<file path="config.mk">
export PLATFORM = sky130hd
export DESIGN_NAME = muldiv_unit_flat
export DESIGN_NICKNAME = d
export VERILOG_FILES = /design/src/rtl/muldiv_unit_if.sv /design/src/rtl/muldiv_unit.sv /design/src/flat_wrapper.sv
export SDC_FILE = /design/constraint.sdc
export NUM_CORES = 1
export LEC_CHECK = 0
export CORE_ASPECT_RATIO = 1.5
export CORE_UTILIZATION = 45
export CTS_BUF_LIST = sky130_fd_sc_hd__clkbuf_4 sky130_fd_sc_hd__clkbuf_8
export CTS_CLUSTER_DIAMETER = 200
export DETAILED_ROUTE_END_ITERATION = 12
export PLACE_DENSITY = 0.67
export SKIP_CTS_REPAIR_TIMING = 1
export SLEW_MARGIN = 10
export SYNTH_ARGS = -nofsm -noshare
export SYNTH_HDL_FRONTEND = slang
export SYNTH_SLANG_ARGS = --single-unit
</file>
<file path="constraint.sdc">
create_clock -name clk -period 6.6 [get_ports clk]
set_input_delay 0.66 -clock clk [delete_from_list [all_inputs] [get_ports clk]]
set_output_delay 0.66 -clock clk [all_outputs]
set_load 0.02 [all_outputs]
</file>
<file path="src/rtl/muldiv_unit_if.sv">
// Handshake/data bundle between the EX stage and the iterative multiply/divide unit.
interface muldiv_unit_if #(
    parameter int unsigned WIDTH = 32
);
    logic             start;
    logic [1:0]       op;
    logic [WIDTH-1:0] a;
    logic [WIDTH-1:0] b;
    logic             flush;
    logic [1:0]       hilo_we;
    logic [WIDTH-1:0] hilo_wdata;
    logic             busy;
    logic             done;
    logic             div_by_zero;
    logic [WIDTH-1:0] hi;
    logic [WIDTH-1:0] lo;

    modport master (
        output start, op, a, b, flush, hilo_we, hilo_wdata,
        input  busy, done, div_by_zero, hi, lo
    );

    modport slave (
        input  start, op, a, b, flush, hilo_we, hilo_wdata,
        output busy, done, div_by_zero, hi, lo
    );
endinterface

</file>
<file path="src/rtl/muldiv_unit.sv">
// Iterative radix-2 MULT/MULTU/DIV/DIVU engine owning HI/LO, with MTHI/MTLO write path.
// Optional MULDIV_EARLY_OUT_EN: multiplies leave RUN once the remaining multiplier is zero.
module muldiv_unit #(
    parameter int unsigned WIDTH = 32,
    parameter int unsigned CNT_W = 6
) (
    input  logic         clk,
    input  logic         rst,
    muldiv_unit_if.slave bus
);

    localparam int unsigned W2 = 2 * WIDTH;

    typedef enum logic [1:0] {IDLE, RUN, FIXUP, DONE} state_t;

    state_t            state_q, state_d;
    logic [CNT_W-1:0]  cnt_q, cnt_d;
    logic              is_div_q, is_div_d;
    logic              neg_q, neg_d;
    logic              neg_rem_q, neg_rem_d;
    logic [W2-1:0]     acc_q, acc_d;
    logic [W2-1:0]     opa_q, opa_d;
    logic [WIDTH-1:0]  opb_q, opb_d;
    logic [WIDTH-1:0]  hi_q, hi_d;
    logic [WIDTH-1:0]  lo_q, lo_d;
    logic              busy_q, busy_d;
    logic              done_q, done_d;
    logic              dbz_q, dbz_d;

    logic              op_div, op_signed, a_neg, b_neg, b_zero;
    logic [WIDTH-1:0]  a_mag, b_mag;
    logic [W2-1:0]     mul_sum, prod_res;
    logic [WIDTH:0]    div_trial;
    logic [WIDTH-1:0]  opb_shift, quo_res, rem_res;
    logic              last_iter;

    // Operand decode: magnitudes and signs for the signed variants.
    always_comb begin
        op_div    = bus.op[1];
        op_signed = ~bus.op[0];
        a_neg     = op_signed & bus.a[WIDTH-1];
        b_neg     = op_signed & bus.b[WIDTH-1];
        a_mag     = a_neg ? -bus.a : bus.a;
        b_mag     = b_neg ? -bus.b : bus.b;
        b_zero    = (bus.b == '0);
    end

    // acc holds the product (multiply) or {remainder, quotient} (divide).
    always_comb begin
        mul_sum   = acc_q + (opb_q[0] ? opa_q : '0);
        div_trial = {acc_q[W2-1:WIDTH], acc_q[WIDTH-1]} - {1'b0, opa_q[WIDTH-1:0]};
        opb_shift = opb_q >> 1;
        last_iter = (cnt_q == CNT_W'(WIDTH - 1));
`ifdef MULDIV_EARLY_OUT_EN
        if (!is_div_q && (opb_shift == '0)) begin
            last_iter = 1'b1;
        end
`endif
        prod_res  = neg_q ? -acc_q : acc_q;
        quo_res   = neg_q ? -acc_q[WIDTH-1:0] : acc_q[WIDTH-1:0];
        rem_res   = neg_rem_q ? -acc_q[W2-1:WIDTH] : acc_q[W2-1:WIDTH];
    end

    always_comb begin
        state_d   = state_q;
        cnt_d     = cnt_q;
        is_div_d  = is_div_q;
        neg_d     = neg_q;
        neg_rem_d = neg_rem_q;
        acc_d     = acc_q;
        opa_d     = opa_q;
        opb_d     = opb_q;
        hi_d      = hi_q;
        lo_d      = lo_q;
        dbz_d     = dbz_q;

        if (!busy_q) begin
            if (bus.hilo_we[1]) hi_d = bus.hilo_wdata;
            if (bus.hilo_we[0]) lo_d = bus.hilo_wdata;
        end

        if (bus.flush) begin
            state_d = IDLE;
        end else begin
            case (state_q)
                IDLE, DONE: begin
                    state_d = IDLE;
                    if (bus.start) begin
                        is_div_d  = op_div;
                        neg_d     = a_neg ^ b_neg;
                        neg_rem_d = a_neg;
                        cnt_d     = '0;
                        opb_d     = b_mag;
                        dbz_d     = op_div & b_zero;
                        if (op_div) begin
                            acc_d = {{WIDTH{1'b0}}, a_mag};
                            opa_d = {{WIDTH{1'b0}}, b_mag};
                        end else begin
                            acc_d = '0;
                            opa_d = {{WIDTH{1'b0}}, a_mag};
                        end
                        // Zero divisor bypasses the datapath; HI/LO keep their value.
                        state_d = (op_div & b_zero) ? DONE : RUN;
                    end
                end
                RUN: begin
                    cnt_d = cnt_q + CNT_W'(1);
                    if (is_div_q) begin
                        if (!div_trial[WIDTH]) begin
                            acc_d = {div_trial[WIDTH-1:0], acc_q[WIDTH-2:0], 1'b1};
                        end else begin
                            acc_d = acc_q << 1;
                        end
                    end else begin
                        acc_d = mul_sum;
                        opa_d = opa_q << 1;
                        opb_d = opb_shift;
                    end
                    if (last_iter) state_d = FIXUP;
                end
                FIXUP: begin
                    if (is_div_q) begin
                        hi_d = rem_res;
                        lo_d = quo_res;
                    end else begin
                        hi_d = prod_res[W2-1:WIDTH];
                        lo_d = prod_res[WIDTH-1:0];
                    end
                    state_d = DONE;
                end
                default: state_d = IDLE;
            endcase
        end

        busy_d = (state_d == RUN) || (state_d == FIXUP);
        done_d = (state_d == DONE);
    end

    always_ff @(posedge clk or posedge rst) begin
        if (rst) begin
            state_q   <= IDLE;
            cnt_q     <= '0;
            is_div_q  <= 1'b0;
            neg_q     <= 1'b0;
            neg_rem_q <= 1'b0;
            acc_q     <= '0;
            opa_q     <= '0;
            opb_q     <= '0;
            hi_q      <= '0;
            lo_q      <= '0;
            busy_q    <= 1'b0;
            done_q    <= 1'b0;
            dbz_q     <= 1'b0;
        end else begin
            state_q   <= state_d;
            cnt_q     <= cnt_d;
            is_div_q  <= is_div_d;
            neg_q     <= neg_d;
            neg_rem_q <= neg_rem_d;
            acc_q     <= acc_d;
            opa_q     <= opa_d;
            opb_q     <= opb_d;
            hi_q      <= hi_d;
            lo_q      <= lo_d;
            busy_q    <= busy_d;
            done_q    <= done_d;
            dbz_q     <= dbz_d;
        end
    end

    assign bus.busy        = busy_q;
    assign bus.done        = done_q;
    assign bus.div_by_zero = dbz_q;
    assign bus.hi          = hi_q;
    assign bus.lo          = lo_q;

endmodule

</file>
<file path="src/flat_wrapper.sv">
// flat-port wrapper written by rule: the top's interface ports become plain ports
module muldiv_unit_flat 
#(
    parameter int unsigned WIDTH = 32,
    parameter int unsigned CNT_W = 6
)
  (clk, rst, bus_start, bus_op, bus_a, bus_b, bus_flush, bus_hilo_we, bus_hilo_wdata, bus_busy, bus_done, bus_div_by_zero, bus_hi, bus_lo);
  muldiv_unit_if #(.WIDTH(WIDTH)) bus_i ();
  input  logic clk;
  input  logic rst;
  input wire logic [$bits(bus_i.start)-1:0] bus_start;
  input wire logic [$bits(bus_i.op)-1:0] bus_op;
  input wire logic [$bits(bus_i.a)-1:0] bus_a;
  input wire logic [$bits(bus_i.b)-1:0] bus_b;
  input wire logic [$bits(bus_i.flush)-1:0] bus_flush;
  input wire logic [$bits(bus_i.hilo_we)-1:0] bus_hilo_we;
  input wire logic [$bits(bus_i.hilo_wdata)-1:0] bus_hilo_wdata;
  output wire logic [$bits(bus_i.busy)-1:0] bus_busy;
  output wire logic [$bits(bus_i.done)-1:0] bus_done;
  output wire logic [$bits(bus_i.div_by_zero)-1:0] bus_div_by_zero;
  output wire logic [$bits(bus_i.hi)-1:0] bus_hi;
  output wire logic [$bits(bus_i.lo)-1:0] bus_lo;
  assign bus_i.start = bus_start;
  assign bus_i.op = bus_op;
  assign bus_i.a = bus_a;
  assign bus_i.b = bus_b;
  assign bus_i.flush = bus_flush;
  assign bus_i.hilo_we = bus_hilo_we;
  assign bus_i.hilo_wdata = bus_hilo_wdata;
  assign bus_busy = bus_i.busy;
  assign bus_done = bus_i.done;
  assign bus_div_by_zero = bus_i.div_by_zero;
  assign bus_hi = bus_i.hi;
  assign bus_lo = bus_i.lo;
  muldiv_unit #(.WIDTH(WIDTH), .CNT_W(CNT_W)) u_core (.clk(clk), .rst(rst), .bus(bus_i));
endmodule
</file>
# After elaboration in Yosys (flattened, before gate mapping)
# Index checks and enable logic that the tools add are counted.
# word_totals
latchBits,0
rom_bits,0
ram_bits,0
input_bits,104
ff_bits,238
mem_count,0
output_inout_bits,67
wordCells,79
# op_classes
bitwise,6
div_mod_pow,0
shift,0
mux,35
multipliers,0
reduce_logical,8
add_sub_neg,8
magnitude_cmp,0
n_eq_ne,9
# op_table
operator,n
32-bit 2-to-1 mux,18
64-bit 2-to-1 mux,7
64-bit case mux with 2 select lines,2
32-bit negation,4
64-bit adder,1
64-bit negation,1
32-bit case mux with 2 select lines,1
33-bit by 32-bit subtractor with 33-bit output,1
32-bit zero test,1
6-bit case mux with 2 select lines,1
2-bit == test (second input constant),4
2-bit 2-to-1 mux,4
6-bit by 1-bit adder with 6-bit output (second input constant),1
6-bit by 5-bit == test with 1-bit output (second input constant),1
6-bit 2-to-1 mux,1
2-bit case mux with 3 select lines,1
3-bit AND reduction,2
2-bit by 1-bit == test with 1-bit output (second input constant),2
2-bit inequality test (second input constant),2
4-bit AND reduction,1
1-bit AND,3
2-bit zero test,1
1-bit inverter,2
2-bit nonzero test,1
other kinds (3),3

# Logic depth before layout (Yosys ltp)
# depth
depth_word,8
depth_mapped,17
depth_no_buf,14

# Worst setup path before layout
# No wires, ideal clock.
# synth_path
path_type,register to register
start,register u_core.opb_q[0]
end,register u_core.acc_q[56]
path_buffers,1
stages_incl_launch_ff,15
synth_period_minus_slack_ns,3.756
arrival_ns,3.630
path_slack_ns,2.844
path_cell_list,dfrtp_1 > clkbuf_1 > and2_1 > ha_1 > fa_1 > a21o_1 > a221oi_2 > and4b_1 > o311a_1 > o2111ai_2 > a21oi_1 > a221oi_2 > o21bai_1 > xnor2_1 > a221o_1
# synth_between
elab_chain_len,4
# synth_lines
element,line_no,rtl
start: declaration,muldiv_unit.sv:23,"logic [WIDTH-1:0] opb_q, opb_d;"
start signal: assignment,muldiv_unit.sv:162,opb_q <= opb_d;
64-bit 2-to-1 mux,muldiv_unit.sv:50,mul_sum = acc_q + (opb_q[0] ? opa_q : '0);
64-bit adder,muldiv_unit.sv:50,
64-bit 2-to-1 mux,muldiv_unit.sv:108,if (is_div_q) begin
64-bit case mux with 2 select lines,muldiv_unit.sv:85,case (state_q)
end signal: assignment,muldiv_unit.sv:146,acc_q <= '0;
end signal: assignment,muldiv_unit.sv:160,acc_q <= acc_d;
end: declaration,muldiv_unit.sv:21,"logic [W2-1:0] acc_q, acc_d;"
# No other way between the ends.
# A chain may end at the register's enable or synchronous reset.

# Worst setup path in the final report
# Same ends and word-level chain as after synthesis.

==> run metrics <==
global route overflow 0; per-cell routed wire length 23.20 µm; first-pass GRT wire length ~110000 µm; Die Span X 175.4 µm; Cell Pwr Density around 310 nW/µm²; number of buffers inserted during clock tree synthesis 42; final setup skew between 0.03 and 0.04 ns; WS Path Type register to register; Reg-to-Reg Start u_core.opb_q[0]; leading cell types by count after synthesis sky130_fd_sc_hd__nand2_1, sky130_fd_sc_hd__o21ai_0, sky130_fd_sc_hd__dfrtp_1, sky130_fd_sc_hd__a21oi_1, sky130_fd_sc_hd__nor2_1; required time reported for the critical path endpoint ~7 ns; category of the worst setup path capture point register; number of maximum-capacitance violations 0; path category of the worst min-delay check input port to async pin; post-detailed-routing wire length 74170 µm; count of yosys warnings during synthesis 0; shortest clock period the worst path allows after layout about 5 ns; layout cells sized above 1 under 10%; total global routing track utilization about 32%; Synth top area share 29.35%; register bit count reported by yosys 238; flop-to-flop setup slack between 1.5 and 2 ns; pin count of the biggest net entering global routing 118; Die Footprint 45970 µm²; starting DRC count in detailed routing about 1.4k; Synth Net Count between 2k and 3k; Layout Nets roughly 2.8k; via density per instance 6.168; measured slew at the worst slew-check pin 1.192 ns; largest cells by area after synthesis sky130_fd_sc_hd__dfrtp_1, sky130_fd_sc_hd__ha_1, sky130_fd_sc_hd__o21ai_0; via count around 20k; number of endpoints with negative hold slack in the final report 0; most area-hungry cell type in the Yosys netlist sky130_fd_sc_hd__dfrtp_1; buffer depth of the longest clock path 3; synthesized area between 20000 and 25000 µm²; post-synthesis sequential area ratio around 30%; most repeated library cell on the critical path sky130_fd_sc_hd__a21oi_1; setup repair after global routing missed its margin no; number of antenna violations at the first check in global routing 2; Top Ports ~170; final instance area 23280 µm²; arrival time worst endpoint 5.41 ns; buffers added on ports 170; EDFF count, synth 0; number of H-tree levels 2; cell type of the slowest stage on the worst timing path sky130_fd_sc_hd__dfrtp_1; final total negative setup slack 0 ns; maximum clock frequency 202.6 MHz; Clock Tree Root sky130_fd_sc_hd__clkbuf_8; clock latency on the worst-skew pair about 0.6 ns; critical path, cell by cell buf_4 -> and2_1 -> ha_1 -> a21oi_1 -> o21ai_0 -> a221oi_1 -> o221ai_1 -> a31oi_1 -> a21oi_1 -> a221oi_2 -> o21bai_1 -> xnor2_1 -> a221o_1; dpl hpwl between 50000 and 60000 µm; final cycle utilization of the critical path approximately 75%; P&R area growth vs syn 14.73%; Final ANT Viol Nets 0; Die Y-Extent roughly 260 µm; Max Fanout on Critical Path 29; instance area after placement roughly 22000 µm²; Cell variety after synth 98; worst relative slew slack 20.39%; number of search-and-repair iterations in the first detailed-routing pass 6; CP Launch Type register; FF-to-FF End u_core.acc_q[56]; power consumption approximately 0.0072 W; leakage power of the design 9.933 nW; delay contributed by the slowest stage of the critical path 1.00 ns; vias in the first global route a little under 20k; detailed-route DRC error count 0; effective utilization at floorplan a little under half; final-layout fill cell count between 4k and 5k; final number of max-transition violations 0; clock-pin slew on the worst setup and hold paths around 0.070 ns; gate count after technology mapping 2509; Core Footprint about 44000 µm²; maximum vdd ir drop 0.1653 mV; TritonCTS Sinks 238; TritonCTS clock tree built; # rows 94; Worst Reg2Reg Path Length in Cells 13; run status finished, final reports clean; final-report setup violation count 0; GPL Wtd Cong 1.007; library cell with the highest instance count after synthesis sky130_fd_sc_hd__nand2_1; asr flop ratio synth 100.0%; primary flip-flop cell chosen by synthesis mapping sky130_fd_sc_hd__dfrtp_1; average footprint of a synthesized cell 8.089 µm²
## through the flow
step	hold slack, ns	util, %	setup WS, ns	instances
after detailed placement	0.4703	50.59	1.809	3120
final	0.4494	52.65	1.664	3197
after global routing	0.4896	52.65	1.368	3197
after floorplan	0.4496	-	2.820	2509
after CTS	0.4282	52.65	1.781	3196
after global placement	0.4611	50.59	1.943	3120
## sequential cells by signal, summed over array words and instances (netlist names), 2 cells and up
register,count
u_core.acc_q,64
u_core.bus.hi,32
u_core.bus.lo,32
u_core.cnt_q,6
u_core.opa_q,64
u_core.opb_q,32
u_core.state_q,2
## cell usage in the layout (no fill, tap or decap), types with 13 or more instances in the layout
cell	instances
sky130_fd_sc_hd__o21bai_1	17
sky130_fd_sc_hd__a31oi_1	16
sky130_fd_sc_hd__xor2_1	85
sky130_fd_sc_hd__ha_1	102
sky130_fd_sc_hd__o21ai_0	240
sky130_fd_sc_hd__a21oi_1	225
sky130_fd_sc_hd__nor2b_1	22
sky130_fd_sc_hd__clkdlybuf4s50_1	169
sky130_fd_sc_hd__a221oi_1	18
sky130_fd_sc_hd__nor4_1	13
sky130_fd_sc_hd__and2_1	68
sky130_fd_sc_hd__o31ai_1	26
sky130_fd_sc_hd__a22oi_1	28
sky130_fd_sc_hd__nand2_1	252
sky130_fd_sc_hd__nand2b_1	20
sky130_fd_sc_hd__a211oi_1	77
sky130_fd_sc_hd__clkbuf_8	49
sky130_fd_sc_hd__nor3_1	35
sky130_fd_sc_hd__inv_1	74
sky130_fd_sc_hd__nor2_1	198
sky130_fd_sc_hd__dfrtp_1	237
sky130_fd_sc_hd__buf_4	24
sky130_fd_sc_hd__nand3_1	31
sky130_fd_sc_hd__nand4_1	30
sky130_fd_sc_hd__o21ai_1	15
sky130_fd_sc_hd__o211ai_1	16
sky130_fd_sc_hd__mux2i_1	80
sky130_fd_sc_hd__o21a_1	16
sky130_fd_sc_hd__or3_1	23
sky130_fd_sc_hd__xnor2_1	120
sky130_fd_sc_hd__clkbuf_4	13
sky130_fd_sc_hd__a22o_1	34
sky130_fd_sc_hd__a21o_1	45
## how the worst max path moves through the flow
stage / start / to / slack (ns)
3_5_place_dp: u_core.opb_q[0] / u_core.acc_q[56] / 1.81
6_report: u_core.opb_q[0] / u_core.acc_q[56] / 1.66
5_1_grt: u_core.opb_q[0] / u_core.acc_q[56] / 1.37
2_1_floorplan: rst / u_core.acc_q[0] / 2.82
4_1_cts: u_core.opb_q[0] / u_core.acc_q[56] / 1.78
3_3_place_gp: u_core.opb_q[0] / u_core.acc_q[56] / 1.94
## routing by layer
layer | wire length [µm] | global-route usage [%]
met5 | 13 | 0
met4 | 4795 | 19.64
met2 | 36150 | 56.81
met1 | 29180 | 37.19
met3 | 4030 | 3.530
## power by group
group | internal, W | switching [W] | leakage (nW)
registers | 0.00178 | 0.000429 | 2.97
logic | 0.00136 | 0.00213 | 6.48
clock network | 0.000835 | 0.000686 | 0.478
## critical path: cells and delay by family, from the launching register on
| kind | cells | cell delay (ns) |
|---|---|---|
| AO/OA/AOI/OAI | 9 | 2.83 |
| buffers and inverters | 1 | 0.36 |
| AND/OR/NAND/NOR | 1 | 0.17 |
| flip-flops | 1 | 1.00 |
| adder cells (fa/ha/maj) | 1 | 0.28 |
| XOR/XNOR | 1 | 0.14 |
## cell type report
| type | count | area [µm²] | area share, % |
|---|---|---|---|
| inverters | 75 | 285.3 | 1.225 |
| well taps | 576 | 720.7 | 3.095 |
| multi-input cells | 2035 | 13490 | 57.95 |
| clock buffers | 62 | 772.0 | 3.315 |
| flip-flops and latches | 238 | 5957 | 25.58 |
| repair buffers | 196 | 1917 | 8.232 |
| clock inverters | 14 | 137.6 | 0.5911 |
| diodes | 1 | 2.502 | 0.01075 |
## cell families (layout without fill, tap and decap cells)
group           after synthesis  count (layout)  synth area share (%)
compound gates              865             865                 27.37
simple gates                764             764                 18.53
flops                       238             238                 29.35
buf+inv                     236             347                 4.488
xor+xnor                    206             206                 8.927
fa+ha+maj                   105             105                 6.547
mux                          95              95                 4.797
other cells                   0               1                     0
Note: power is estimated with default switching activity, not from simulation.
